### src/rtl/module_ctrl_spi_master_pkg.sv
// pkg_spi: shared SPI state encoding and default frame/timing constants
package pkg_spi;
  typedef enum logic [2:0] {IDLE, SETUP, HIGH, LOW, DONE} spi_state_t;
  localparam int SPI_N_BITS = 8;
  localparam int SPI_HALF_PERIOD = 2;
endpackage

### src/rtl/module_ctrl_spi_master_if.sv
// module_ctrl_spi_master_if: request/status/strobe bundle of the SPI sequencer
// master: start_i in; busy_o, done_o, sclk_o, cs_o, tx_load_o, tx_shift_en_o,
//         rx_shift_en_o, bit_cnt_o out. slave: the mirror image.
interface module_ctrl_spi_master_if #(parameter int N_BITS = pkg_spi::SPI_N_BITS);
  logic start_i;
  logic busy_o;
  logic done_o;
  logic sclk_o;
  logic cs_o;
  logic tx_load_o;
  logic tx_shift_en_o;
  logic rx_shift_en_o;
  logic [$clog2(N_BITS+1)-1:0] bit_cnt_o;
  modport master(input start_i, output busy_o, done_o, sclk_o, cs_o, tx_load_o,
                 tx_shift_en_o, rx_shift_en_o, bit_cnt_o);
  modport slave(output start_i, input busy_o, done_o, sclk_o, cs_o, tx_load_o,
                tx_shift_en_o, rx_shift_en_o, bit_cnt_o);
endinterface

### src/rtl/module_ctrl_spi_master_phase_cnt.sv
// module_spi_phase_cnt: SCLK half-period divider with registered terminal count
// clk_i/rst_i (sync, active-low); clr_i restarts at 0; en_i advances;
// tc_o is high while the count sits at HALF_PERIOD-1.
module module_spi_phase_cnt #(
  parameter int HALF_PERIOD = pkg_spi::SPI_HALF_PERIOD
) (
  input  logic clk_i,
  input  logic rst_i,
  input  logic clr_i,
  input  logic en_i,
  output logic tc_o
);
  localparam int W = HALF_PERIOD > 1 ? $clog2(HALF_PERIOD) : 1;
  localparam logic [W-1:0] LAST = W'(HALF_PERIOD - 1);
  logic [W-1:0] cnt, nxt;
  assign nxt = tc_o ? '0 : cnt + 1'b1;
  always_ff @(posedge clk_i) begin
    if (!rst_i || clr_i) begin
      cnt  <= '0;
      tc_o <= LAST == '0;
    end else if (en_i) begin
      cnt  <= nxt;
      tc_o <= nxt == LAST;
    end
  end
endmodule

### src/rtl/module_ctrl_spi_master.sv
// module_ctrl_spi_master: SPI mode-0 frame sequencer driving SCLK, CS and shift strobes
// clk_i: clock; rst_i: sync active-low reset; bus: start request in, status,
// SCLK/CS and one-cycle TX load/shift and RX capture strobes plus bit count out.
module module_ctrl_spi_master
  import pkg_spi::*;
#(
  parameter int HALF_PERIOD = SPI_HALF_PERIOD,
  parameter int N_BITS = SPI_N_BITS
) (
  input logic clk_i,
  input logic rst_i,
  module_ctrl_spi_master_if.master bus
);
  localparam int CW = $clog2(N_BITS + 1);
  localparam logic [CW-1:0] NB = CW'(N_BITS);
  spi_state_t state, nxt;
  logic first, tc, more;
  logic [CW-1:0] bit_cnt;
  assign more = bit_cnt < NB;
  // Every timed state lasts exactly one divider period, so the divider only
  // needs clearing outside frames and wraps in step with the state changes.
  module_spi_phase_cnt #(.HALF_PERIOD(HALF_PERIOD)) u_phase (
    .clk_i(clk_i),
    .rst_i(rst_i),
    .clr_i(state == IDLE || state == DONE),
    .en_i (1'b1),
    .tc_o (tc)
  );
  // first marks the entry cycle of a state; strobes fire only there.
  always_ff @(posedge clk_i) begin
    if (!rst_i) begin
      state   <= IDLE;
      first   <= 1'b0;
      bit_cnt <= '0;
    end else begin
      state <= nxt;
      first <= nxt != state;
      if (state == IDLE && nxt == SETUP) bit_cnt <= '0;
      else if (nxt == HIGH && state != HIGH) bit_cnt <= bit_cnt + 1'b1;
    end
  end
  always_comb begin
    nxt = state;
    case (state)
      IDLE:    nxt = bus.start_i ? SETUP : IDLE;
      SETUP:   nxt = tc ? HIGH : SETUP;
      HIGH:    nxt = tc ? LOW : HIGH;
      LOW:     nxt = tc ? (more ? HIGH : DONE) : LOW;
      default: nxt = IDLE;
    endcase
  end
  always_comb begin
    bus.busy_o        = state != IDLE;
    bus.done_o        = state == DONE;
    bus.sclk_o        = state == HIGH;
    bus.cs_o          = state == IDLE || state == DONE;
    bus.tx_load_o     = state == SETUP && first;
    bus.rx_shift_en_o = state == HIGH && first;
    bus.tx_shift_en_o = state == LOW && first && more;
    bus.bit_cnt_o     = bit_cnt;
  end
endmodule

### src/flat_wrapper.sv
// flat-port wrapper written by rule: the top's interface ports become plain ports
module module_ctrl_spi_master_flat import pkg_spi::*;
#(
  parameter int HALF_PERIOD = SPI_HALF_PERIOD,
  parameter int N_BITS = SPI_N_BITS
)
  (clk_i, rst_i, bus_start_i, bus_busy_o, bus_done_o, bus_sclk_o, bus_cs_o, bus_tx_load_o, bus_tx_shift_en_o, bus_rx_shift_en_o, bus_bit_cnt_o);
  module_ctrl_spi_master_if #(.N_BITS(N_BITS)) bus_i ();
  input logic clk_i;
  input logic rst_i;
  input wire logic [$bits(bus_i.start_i)-1:0] bus_start_i;
  output wire logic [$bits(bus_i.busy_o)-1:0] bus_busy_o;
  output wire logic [$bits(bus_i.done_o)-1:0] bus_done_o;
  output wire logic [$bits(bus_i.sclk_o)-1:0] bus_sclk_o;
  output wire logic [$bits(bus_i.cs_o)-1:0] bus_cs_o;
  output wire logic [$bits(bus_i.tx_load_o)-1:0] bus_tx_load_o;
  output wire logic [$bits(bus_i.tx_shift_en_o)-1:0] bus_tx_shift_en_o;
  output wire logic [$bits(bus_i.rx_shift_en_o)-1:0] bus_rx_shift_en_o;
  output wire logic [$bits(bus_i.bit_cnt_o)-1:0] bus_bit_cnt_o;
  assign bus_i.start_i = bus_start_i;
  assign bus_busy_o = bus_i.busy_o;
  assign bus_done_o = bus_i.done_o;
  assign bus_sclk_o = bus_i.sclk_o;
  assign bus_cs_o = bus_i.cs_o;
  assign bus_tx_load_o = bus_i.tx_load_o;
  assign bus_tx_shift_en_o = bus_i.tx_shift_en_o;
  assign bus_rx_shift_en_o = bus_i.rx_shift_en_o;
  assign bus_bit_cnt_o = bus_i.bit_cnt_o;
  module_ctrl_spi_master #(.HALF_PERIOD(HALF_PERIOD), .N_BITS(N_BITS)) u_core (.clk_i(clk_i), .rst_i(rst_i), .bus(bus_i));
endmodule
### config.mk
export PLATFORM = sky130hd
export DESIGN_NAME = module_ctrl_spi_master_flat
export DESIGN_NICKNAME = d
export VERILOG_FILES = /design/src/rtl/module_ctrl_spi_master_pkg.sv /design/src/rtl/module_ctrl_spi_master_if.sv /design/src/rtl/module_ctrl_spi_master_phase_cnt.sv /design/src/rtl/module_ctrl_spi_master.sv /design/src/flat_wrapper.sv
export SDC_FILE = /design/constraint.sdc
export NUM_CORES = 1
export LEC_CHECK = 0
export ABC_AREA = 1
export BUFFER_PORTS_ARGS = -buffer_cell sky130_fd_sc_hd__clkbuf_2
export CAP_MARGIN = 0
export CELL_PAD_IN_SITES_DETAIL_PLACEMENT = 1
export CELL_PAD_IN_SITES_GLOBAL_PLACEMENT = 1
export CORE_UTILIZATION = 36
export CTS_CLUSTER_DIAMETER = 30
export DETAILED_ROUTE_END_ITERATION = 12
export PLACE_DENSITY = 0.8
export SLEW_MARGIN = 20
export SYNTH_ARGS = -nofsm -noshare
export SYNTH_HDL_FRONTEND = slang
export SYNTH_SLANG_ARGS = --single-unit
### constraint.sdc
create_clock -name clk_i -period 3.3 [get_ports clk_i]
set_input_delay 0.66 -clock clk_i [delete_from_list [all_inputs] [get_ports clk_i]]
set_output_delay 0.66 -clock clk_i [all_outputs]
set_load 0.02 [all_outputs]
==> metrics.txt <==
Max Slew Vio Count 0; syn_nets 70; CP endpoint kind output port; initial antenna violation count 0; Post-route DRC 0; post-synthesis instance total 66; DR pass1 iterations 4; Hold Crit Class flip-flop to flip-flop; Final TNS setup 0 ns; I/O Pins 14; CP Data Required Time 2.64 ns; nets 88; Worst Path Max Fanout 5; f_max 493 MHz; unrepaired setup endpoints after global routing false; fin cells 98; # setup viols final 0; cts bufs inserted 3; first-pass GRT wire length 1940 um; dpl ws 1.56 ns; post-detail-place hpwl 930 um; MaxCap Viol Count 0; worst setup margin 1.27 ns; Mapped Avg Cell Area 7.81 um^2; most frequent cells in the layout clkbuf_2 (13), nand2_1 (12), dfxtp_1 (9), inv_1 (7), nand4_1 (6); Die Area 1590 um^2; Final Skew 0.00961 ns; vias 507; gr ovfl total 0; die height 39.8 um; Worst setup SP type flip-flop; H-tree levels 1; CP Class flip-flop to output port; Seq pwr share 0.468; Buffers on Ports 13; Max VDD drop 0.298 mV; count of final hold-check violations 0; post-cts resize count 0; hold buffers post-CTS 0; largest net degree at the start of global routing 9; status complete, no violations; CTS Root Cell clkbuf_4; initial core utilization 0.391; post-synthesis sequential area ratio 0.350; number of clock sinks 9; flops & latches, synth 9; Die Wd 39.8 um; Via density 5.17; n_diodes 0; LEAKAGE 0.279 nW; row count 13; Cell Area, Synth 515 um^2; Sw Share 0.313; Clock Power Share 0.346; area of the core 1320 um^2; area grow syn2layout 21.4%; clock latency on the worst-skew pair 0.26 ns; DRT Wirelength 1220 um; DP Cell Count 94; Max-slew headroom 0.814; fin crit share 0.615; minimum clock period 2.03 ns; crit path DAT 1.37 ns; share of layout cells above drive strength 1 0.349; RePlAce Congestion 0.731; clock buffer depth 2; gr usage total 0.184; antenna viol nets, final 0; postcts setup bufs 0; Initial DRC Count 5; Unique masters post-synth 23; vias in the first global route 429; CTS tree done; average wire per standard cell 12.4 um; YS warnings 0; Gate power share 0.186; most common cell after layout, fill and taps aside clkbuf_2; cell internal pwr 174 uW; Power Dens Cells 405 nW/um^2; slew at the pin closest to its max-slew limit 0.279 ns; NetSw 79.4 uW; register clock-pin slew on the reported worst setup and hold paths 0.07 ns
-- final timing paths --
check,start,slack [ns],to,cells after the start
worst min register to register,u_core.u_phase.cnt,0.50,u_core.u_phase.cnt,1
worst max-delay path,u_core.state[1],1.27,bus_tx_shift_en_o,5
worst max register to register,u_core.state[0],1.92,u_core.first,7
worst min-delay path,u_core.u_phase.cnt,0.50,u_core.u_phase.cnt,1
-- area by class of cell --
cell class                      instances  area, um^2
Multi-Input combinational cell         47         298
Sequential cell                         9         180
Timing Repair Buffer                   13        65.1
Inverter                               10        37.5
Fill cell                             183         692
Tap cell                               15        18.8
Clock buffer                            4        26.3
-- power by group through the flow --
stage               logic, mW  registers, mW  clock network, mW
finish                 0.0472          0.119             0.0879
detailed placement     0.0474          0.121                  0
global placement       0.0473          0.121                  0
floorplan              0.0355          0.120                  0
CTS                    0.0478          0.119             0.0900
global route           0.0527          0.119             0.0954
-- Yosys cell counts, drive strengths merged --
cell	count	area [um^2]
nand2	14	62.6
inv	10	37.5
dfxtp	9	180
nor3	4	20.0
xor2	1	8.76
ha	1	12.5
nand4	6	37.5
nor4	1	6.26
o211ai	1	7.51
a21oi	5	25.0
nand3	5	47.6
o21ai	3	18.8
nor2	6	51.3
-- worst max-delay path, cell delays in order, from the launching register on --
cell and delay [ns]:
dfxtp_1 0.47, inv_2 0.08, nor2_2 0.11, nand2_1 0.10, nor3_1 0.15, clkbuf_2 0.19
-- cell families after synthesis --
group / Yosys count / synth area share
flip-flops: 9 / 0.350
AO/OA/AOI/OAI: 9 / 0.0995
buffers and inverters: 10 / 0.0728
adder cells (fa/ha/maj): 1 / 0.0243
XOR/XNOR: 1 / 0.0170
AND/OR/NAND/NOR: 36 / 0.437
-- per-layer routing --
layer	vias to the layer above	part of all wire	GRT usage
li1	259	-	-
met1	238	0.55	0.286
met2	10	0.40	0.246
met3	0	0.044	0.0682
met4	0	0	0
met5	-	0	0
-- through the flow --
stage	util	hold WS, ns	cell area, um^2	power, mW
2_1_floorplan	-	0.447	515	0.156
3_3_place_gp	0.455	0.483	599	0.168
3_5_place_dp	0.455	0.485	599	0.168
4_1_cts	0.475	0.498	626	0.256
5_1_grt	0.475	0.530	626	0.267
6_report	0.475	0.503	626	0.254
-- sequential cells by signal, indices dropped and copies added (netlist names) --
signal / flops
u_core.state: 3
u_core.u_phase.cnt: 1
u_core.first: 1
u_core.bus.bit_cnt_o: 4
Power figures use the tool's default switching activity.
